### config.mk
export PLATFORM = sky130hd
export DESIGN_NAME = cuckoo_time_ctrl
export DESIGN_NICKNAME = d
export VERILOG_FILES = /design/src/rtl/cuckoo_time_ctrl.sv
export SDC_FILE = /design/constraint.sdc
export NUM_CORES = 1
export LEC_CHECK = 0
export ABC_AREA = 1
export BUFFER_PORTS_ARGS = -buffer_cell sky130_fd_sc_hd__buf_2
export CORE_MARGIN = 5
export CORE_UTILIZATION = 40
export DETAILED_ROUTE_END_ITERATION = 12
export SLEW_MARGIN = 10
export SYNTH_ARGS = -nofsm -noshare
export SYNTH_HDL_FRONTEND = slang
export SYNTH_SLANG_ARGS = --single-unit
### constraint.sdc
create_clock -name clk -period 5.1 [get_ports clk]
set_clock_uncertainty 0.05 [all_clocks]
set_input_delay 0.765 -clock clk [delete_from_list [all_inputs] [get_ports clk]]
set_output_delay 0.765 -clock clk [all_outputs]
set_load 0.02 [all_outputs]
### src/rtl/cuckoo_time_ctrl.sv
// Time-of-day controller for the cuckoo clock: BCD hh:mm:ss in 12-hour format,
// hour/minute set modes driven by button pulses, and the top-of-hour strike sequencer.
module cuckoo_time_ctrl #(
    parameter int unsigned CHIRP_LEN = 4,
    parameter int unsigned CHIRP_GAP = 4
) (
    input  logic       clk,
    input  logic       not_reset,
    input  logic       tick_1hz,
    input  logic       btn_mode,
    input  logic       btn_inc,
    output logic [2:0] sec_t,
    output logic [3:0] sec_o,
    output logic [2:0] min_t,
    output logic [3:0] min_o,
    output logic       hr_t,
    output logic [3:0] hr_o,
    output logic [1:0] mode,
    output logic       cuckoo,
    output logic       cuckoo_busy
);

    typedef enum logic [1:0] {
        ModeRun    = 2'd0,
        ModeSetHr  = 2'd1,
        ModeSetMin = 2'd2
    } mode_e;

    typedef enum logic [1:0] {
        StIdle = 2'd0,
        StOn   = 2'd1,
        StGap  = 2'd2
    } strike_e;

    localparam int unsigned MaxCnt = (CHIRP_LEN > CHIRP_GAP) ? CHIRP_LEN : CHIRP_GAP;
    localparam int unsigned TimerW = (MaxCnt > 1) ? $clog2(MaxCnt) : 1;
    localparam logic [TimerW-1:0] LenLoad = TimerW'(CHIRP_LEN - 1);
    localparam logic [TimerW-1:0] GapLoad = TimerW'(CHIRP_GAP - 1);

    mode_e             mode_q, mode_d;
    logic [6:0]        sec_q, sec_d;
    logic [6:0]        min_q, min_d;
    logic [4:0]        hr_q, hr_d;
    strike_e           strike_q, strike_d;
    logic [3:0]        remain_q, remain_d;
    logic [TimerW-1:0] timer_q, timer_d;
    logic              cuckoo_q, cuckoo_d;
    logic              busy_q, busy_d;

    logic       run_tick;
    logic       trigger;
    logic       abort;
    logic [3:0] hr_bin;

    // Packed BCD {tens, ones} increment over 00..59.
    function automatic logic [6:0] inc_b60(input logic [6:0] v);
        if (v[3:0] == 4'd9) begin
            return (v[6:4] == 3'd5) ? 7'h00 : {v[6:4] + 3'd1, 4'd0};
        end
        return {v[6:4], v[3:0] + 4'd1};
    endfunction

    // Packed BCD hour increment over 01..12.
    function automatic logic [4:0] inc_hr(input logic [4:0] v);
        if (v == 5'h12) begin
            return 5'h01;
        end
        if (v[3:0] == 4'd9) begin
            return 5'h10;
        end
        return {v[4], v[3:0] + 4'd1};
    endfunction

    assign run_tick = (mode_q == ModeRun) && !btn_mode && tick_1hz;
    assign trigger  = run_tick && (sec_q == 7'h59) && (min_q == 7'h59);
    assign abort    = btn_mode && (mode_q == ModeRun);
    assign hr_bin   = hr_d[4] ? (4'd10 + hr_d[3:0]) : hr_d[3:0];

    // Mode and time-of-day next state; btn_mode suppresses inc and tick in the same cycle.
    always_comb begin
        mode_d = mode_q;
        sec_d  = sec_q;
        min_d  = min_q;
        hr_d   = hr_q;
        if (btn_mode) begin
            unique case (mode_q)
                ModeRun: begin
                    mode_d = ModeSetHr;
                    sec_d  = 7'h00;
                end
                ModeSetHr:  mode_d = ModeSetMin;
                default:    mode_d = ModeRun;
            endcase
        end else begin
            unique case (mode_q)
                ModeRun: begin
                    if (tick_1hz) begin
                        sec_d = inc_b60(sec_q);
                        if (sec_q == 7'h59) begin
                            min_d = inc_b60(min_q);
                            if (min_q == 7'h59) begin
                                hr_d = inc_hr(hr_q);
                            end
                        end
                    end
                end
                ModeSetHr: begin
                    if (btn_inc) begin
                        hr_d = inc_hr(hr_q);
                    end
                end
                default: begin
                    if (btn_inc) begin
                        min_d = inc_b60(min_q);
                    end
                end
            endcase
        end
    end

    always_ff @(posedge clk or negedge not_reset) begin
        if (!not_reset) begin
            mode_q <= ModeRun;
            sec_q  <= 7'h00;
            min_q  <= 7'h00;
            hr_q   <= 5'h12;
        end else begin
            mode_q <= mode_d;
            sec_q  <= sec_d;
            min_q  <= min_d;
            hr_q   <= hr_d;
        end
    end

    // Strike FSM: state register.
    always_ff @(posedge clk or negedge not_reset) begin
        if (!not_reset) begin
            strike_q <= StIdle;
            remain_q <= 4'd0;
            timer_q  <= '0;
            cuckoo_q <= 1'b0;
            busy_q   <= 1'b0;
        end else begin
            strike_q <= strike_d;
            remain_q <= remain_d;
            timer_q  <= timer_d;
            cuckoo_q <= cuckoo_d;
            busy_q   <= busy_d;
        end
    end

    // Strike FSM: next state. Abort wins over trigger, trigger restarts a running strike.
    always_comb begin
        strike_d = strike_q;
        remain_d = remain_q;
        timer_d  = timer_q;
        if (abort) begin
            strike_d = StIdle;
            remain_d = 4'd0;
            timer_d  = '0;
        end else if (trigger) begin
            strike_d = StOn;
            remain_d = hr_bin;
            timer_d  = LenLoad;
        end else begin
            unique case (strike_q)
                StOn: begin
                    if (timer_q == '0) begin
                        remain_d = remain_q - 4'd1;
                        if (remain_q == 4'd1) begin
                            strike_d = StIdle;
                        end else begin
                            strike_d = StGap;
                            timer_d  = GapLoad;
                        end
                    end else begin
                        timer_d = timer_q - 1'b1;
                    end
                end
                StGap: begin
                    if (timer_q == '0) begin
                        strike_d = StOn;
                        timer_d  = LenLoad;
                    end else begin
                        timer_d = timer_q - 1'b1;
                    end
                end
                default: strike_d = StIdle;
            endcase
        end
    end

    // Strike FSM: outputs, registered from the next state so they move with it.
    always_comb begin
        cuckoo_d = (strike_d == StOn);
        busy_d   = (strike_d != StIdle);
    end

    assign sec_t       = sec_q[6:4];
    assign sec_o       = sec_q[3:0];
    assign min_t       = min_q[6:4];
    assign min_o       = min_q[3:0];
    assign hr_t        = hr_q[4];
    assign hr_o        = hr_q[3:0];
    assign mode        = mode_q;
    assign cuckoo      = cuckoo_q;
    assign cuckoo_busy = busy_q;

endmodule

== After elaboration in Yosys (flattened, before gate mapping) ==
Cells that the tools add are included.

* Equality and inequality tests: 17
* Add/sub/neg operators: 8
* Bitwise operators: 2
* Multiplexer cells: 77
* Reductions and logical operators: 23

{| class="wikitable"
|+ Operators by type and width
! kind !! count
|-
| $mux 7 || 14
|-
| $mux 5 || 11
|-
| $mux 1 || 32
|-
| $mux 2 || 10
|-
| $mux 4 || 5
|-
| $eq 7x7->1 const B || 2
|-
| $pmux 7 s2 || 1
|-
| $add 4x1->4 const B || 3
|-
| $eq 4x4->1 const B || 3
|-
| $pmux 2 s2 || 3
|-
| $pmux 5 s2 || 1
|-
| $reduce_bool 2->1 || 5
|-
| $reduce_and 7->1 || 1
|-
| $add 3x1->3 const B || 2
|-
| $eq 2x1->1 const B || 3
|-
| $eq 3x3->1 const B || 2
|-
| $reduce_and 2->1 || 3
|-
| $reduce_bool 3->1 || 2
|-
| $eq 5x5->1 const B || 1
|-
| $logic_and 1x1->1 || 5
|-
| $ne 5x5->1 const B || 1
|-
| $reduce_and 5->1 || 1
|-
| $add 4x4->4 const A || 1
|-
| $eq 4x1->1 const B || 1
|-
| other kinds (11) || 14
|}

* Register bits: 31
* Input bits: 5

== Logic depth before layout (Yosys ltp) ==
* Depth after elaboration: 24
* Depth in mapped cells: 19
* Depth with buffers taken out: 19

== Least setup slack after synthesis ==
OpenSTA, ideal clock, no wires.

* Kind: input-to-reg
* Start: in tick_1hz
* End: reg remain_q[3]
* Stages on the path: 18
* Data arrival time: 2007 ps
* Path slack: 2927 ps
* Path through: nand2_1 > inv_1 > nand2_1 > nor2_2 > nand2_2 > nand2_1 > nand2_1 > nand2_1 > nand2_1 > ha_1 > inv_1 > nand2_2 > nand2_1 > nand2_1 > nand2_1 > nand2_1 > nand2_1 > nand2_1

* Word-level cells in the longest chain between the ends: 7

{| class="wikitable"
|+ RTL lines
! what !! RTL line !! RTL
|-
| start, declared || 9 || <nowiki>input logic tick_1hz,</nowiki>
|-
| $mux 5 || 97 || <nowiki>if (tick_1hz) begin</nowiki>
|-
| $pmux 5 s2 || 95 || <nowiki>unique case (mode_q)</nowiki>
|-
| $mux 5 || 85 || <nowiki>if (btn_mode) begin</nowiki>
|-
| named net hr_d[1] || 43 || <nowiki>logic [4:0] hr_q, hr_d;</nowiki>
|-
| $add 4x4->4 || 77 || <nowiki>assign hr_bin = hr_d[4] ? (4'd10 + hr_d[3:0]) : hr_d[3:0];</nowiki>
|-
| $mux 4 || 77 ||
|-
| $mux 4 || 161 || <nowiki>end else if (trigger) begin</nowiki>
|-
| $mux 4 || 157 || <nowiki>if (abort) begin</nowiki>
|-
| end signal, assigned || 145 || <nowiki>remain_q <= remain_d;</nowiki>
|-
| end, declared || 45 || <nowiki>logic [3:0] remain_q, remain_d;</nowiki>
|}

The timed path passes the listed nets, and every way through them passes these cells.
A chain may end at the register's enable or synchronous reset.

== Final worst setup path ==
* Start: reg sec_q[1]
* End: reg remain_q[3]

* Word-level cells in the longest chain between the ends: 9

{| class="wikitable"
|+ RTL lines
! what !! RTL line !! RTL
|-
| start, declared || 41 || <nowiki>logic [6:0] sec_q, sec_d;</nowiki>
|-
| start signal, assigned || 124 || <nowiki>sec_q <= 7'h00;</nowiki>
|-
| start signal, assigned || 129 || <nowiki>sec_q <= sec_d;</nowiki>
|-
| $eq 7x7->1 || 99 || <nowiki>if (sec_q == 7'h59) begin</nowiki>
|-
| $mux 5 || 99 ||
|-
| $mux 5 || 97 ||
|-
| $pmux 5 s2 || 95 ||
|-
| $mux 5 || 85 ||
|-
| named net hr_d[1] || 43 ||
|-
| $add 4x4->4 || 77 ||
|-
| $mux 4 || 77 ||
|-
| $mux 4 || 161 ||
|-
| $mux 4 || 157 ||
|}

The timed path passes the listed nets, and every way through them passes these cells.

==> flow_summary.yaml <==
synth:
  synth_cell_types: 34
  synth_top_area_frac: 0.358
  synthTopCellsByArea: "dfrtp_1 (36%), nand2_1 (11%), inv_1 (8.5%)"
  yosysSeqAreaShare: 0.384
  synthTopCellsByCount: "nand2_1 (59), inv_1 (46), dfrtp_1 (29), nor2_1 (21), nand3_1 (17)"
  async_flop_share: 1.00
  synthesis.area_mm2: 0.00203
  synth_ff_type: "dfrtp_1"
  synth_edf_count: 0
  synth_seq_cells: 31
  yosysMostFrequentCell: "nand2_1"
  syn_area_per_cell_um2: 7.51
  synth_cells: 270
  syn_nets: 283
  synth.largest_area_cell: "dfrtp_1"
  yosys_warnings: 0
global_route:
  antenna_found_initial: 0
  grt_use_total: 0.150
  grt_max_degree: 32
  grt_pass1_wl_mm: 7.65
  overflow: 0
  grt_pass1_vias: 1714
floorplanning:
  pin_count: 28
  die_w_um: 81.2
  die-area_mm2: 0.00659
  die_h_um: 81.2
  row_count: 26
  start_util: 0.405
  core_mm2: 0.00501
critical_path:
  crit_path_end_kind: "flip-flop"
  start_kind: "flip-flop"
  cp.required_ps: 5230
  cpPeakStageDelay_ps: 420
  slowest_stage: "dfrtp_1"
  crit_arrival_ps: 2440
  crit_top_cell: "nand2_1"
  r2r_slack_ps: 2790
  cp_cell_sequence: "inv_1 -> ha_1 -> nand3_1 -> nor2_1 -> nand2_2 -> nand2_1 -> nand2_1 -> nand2_1 -> nand2_1 -> ha_1 -> inv_1 -> nand2_2 -> nand2_1 -> nand2_1 -> nand2_1 -> nand2_1 -> nand2_1 -> nand2_1"
  r2r-start: "sec_q[1]$_DFFE_PN0P_"
  worst-r2r-cell-count: 18
  worstReg2RegEnd: "remain_q[3]$_DFFE_PN0P_"
  critPathMaxFanout: 4
  timing_worst_setup_path_type: "reg -> reg"
timing:
  rsz0062_at_grt: "no"
  fmax_mhz: 433
  drv_slew: 0
  hold_violations: 0
  min_period_ps: 2310
  setup_viol: 0
  tns_ps: 0
  fin_ws_ps: 2790
  worst_pin_slew_ps: 700
  slew_headroom: 0.533
  period_share: 0.452
clock_network:
  cts_resized: 0
  clkTransAtPathRegs_ps: 70
  clock-sinks: 31
  clockRootBuffer: "clkbuf_8"
  htree_levels: 2
  postCtsSetupBuffers: 0
  ctsHoldBuffers: 0
  cts_tree: "yes"
  clockBufferDepth: 2
  worstSkewPairLatency_ps: 280
  cts_buffers: 5
power:
  power_w: 0.00108
  powerDensity_mw_per_mm2: 457
  cellLeakagePower_nw: 1.23
  max-vdd-ir-drop_mv: 0.237
run_status:
  status: "finished, final reports clean"
finish:
  fin_nets: 317
  area_growth_pct: 16.8
  antennaDiodeCount: 0
  drive_gt1_frac: 0.252
detailed_routing:
  via_count: 1752
  antenna_left: 0
  drc_errors: 0
  via_per_inst: 4.67
  wire_per_inst_um: 11.3
  drt-initial-drc-count: 71
  dr.pass1.iters: 4
  finalWirelength_mm: 4.23
placed_design:
  port_buffers: 27
  dp_slack_ps: 2640
  place_hpwl_mm: 3.27
  gp_congestion: 0.806
hold_path:
  holdCritPathClass: "in -> async"
flow_run:
  drv_cap: 0
==> critical path, delay by kind of cell (launching register included) <==
| family | cells | cell delay, ps |
|---|---|---|
| buffers and inverters | 2 | 150 |
| adder cells (fa/ha/maj) | 2 | 400 |
| AND/OR/NAND/NOR | 14 | 1200 |
| flip-flops | 1 | 420 |
==> layout make-up <==
type / instances / area (um^2)
Inverter: 51 / 194
Fill cell: 514 / 2640
Multi-Input combinational cell: 188 / 1060
Clock inverter: 2 / 35.0
Timing Repair Buffer: 27 / 135
Sequential cell: 31 / 778
Clock buffer: 6 / 82.6
Tap cell: 70 / 87.6
==> cells in the final DEF (no fill, tap or decap), types with 2 or more instances in the layout <==
master / Yosys / final
a21oi_1: 14 / 14
a31oi_1: 2 / 2
buf_2: 0 / 27
clkbuf_8: 0 / 6
dfrtp_1: 29 / 29
dfstp_2: 2 / 2
ha_1: 8 / 8
inv_1: 46 / 46
inv_2: 4 / 4
nand2_1: 59 / 59
nand2_2: 15 / 15
nand3_1: 17 / 17
nand3_2: 2 / 2
nand4_1: 2 / 2
nor2_1: 21 / 21
nor2_2: 5 / 5
nor2_4: 6 / 6
nor3_1: 2 / 2
o21a_1: 2 / 2
o21ai_0: 9 / 9
o21ai_1: 6 / 6
o21ai_2: 2 / 2
xnor2_1: 2 / 2
xor2_1: 3 / 3
==> power breakdown <==
| group | internal (W) | leakage, nW | switching, W |
|---|---|---|---|
| Combinational | 0.000157 | 0.780 | 0.000274 |
| Sequential | 0.000318 | 0.385 | 0.0000823 |
| Clock | 0.000158 | 0.0612 | 0.0000929 |
| Total | 0.000633 | 1.23 | 0.000450 |
==> how the worst max path moves through the flow <==
stage | startpoint | endpoint | slack, ps | depth (start not counted)
6_report | sec_q[1]$_DFFE_PN0P_ | remain_q[3]$_DFFE_PN0P_ | 2790 | 18
5_1_grt | sec_q[1]$_DFFE_PN0P_ | remain_q[3]$_DFFE_PN0P_ | 2500 | 18
4_1_cts | sec_q[1]$_DFFE_PN0P_ | remain_q[3]$_DFFE_PN0P_ | 2780 | 18
3_5_place_dp | tick_1hz | remain_q[3]$_DFFE_PN0P_ | 2640 | 19
3_3_place_gp | btn_mode | remain_q[3]$_DFFE_PN0P_ | 2660 | 18
2_1_floorplan | tick_1hz | remain_q[3]$_DFFE_PN0P_ | 2930 | 18
==> through the flow <==
stage                     utilization  std cells  cell area [um^2]  hold slack (ps)
after floorplan                     -        270              2030              419
after global placement          0.449        367              2250              448
after detailed placement        0.449        367              2250              455
after CTS                       0.473        375              2370              474
after global routing            0.473        375              2370              486
final                           0.473        375              2370              471
==> logic make-up (layout without fill, tap and decap cells) <==
kind of cell               Yosys count  after routing  synth area share
buffers and inverters               51             86            0.0956
adders and majority gates            8              8            0.0494
xor gates and xnor gates             5              5            0.0216
DFF                                 31             31             0.384
and+or+nand+nor                    133            133             0.324
AOI/OAI and AO/OA                   42             42             0.125
==> registers in the layout, summed over array words and instances (netlist names) <==
signal	flops
cuckoo	1
min_q	7
hr_q	5
remain_q	4
mode	2
sec_q	7
cuckoo_busy	1
timer_q	2
strike_q	2
==> routing by layer <==
layer / global-route usage / vias to the layer above / part of all wire / wire (um)
li1: - / 916 / - / -
met1: 0.204 / 800 / 0.50 / 2120
met2: 0.230 / 31 / 0.44 / 1860
met3: 0.0366 / 5 / 0.045 / 192
met4: 0.0557 / 0 / 0.013 / 55
met5: 0 / - / 0 / 0
No activity file was read; power rests on OpenSTA's default activity.
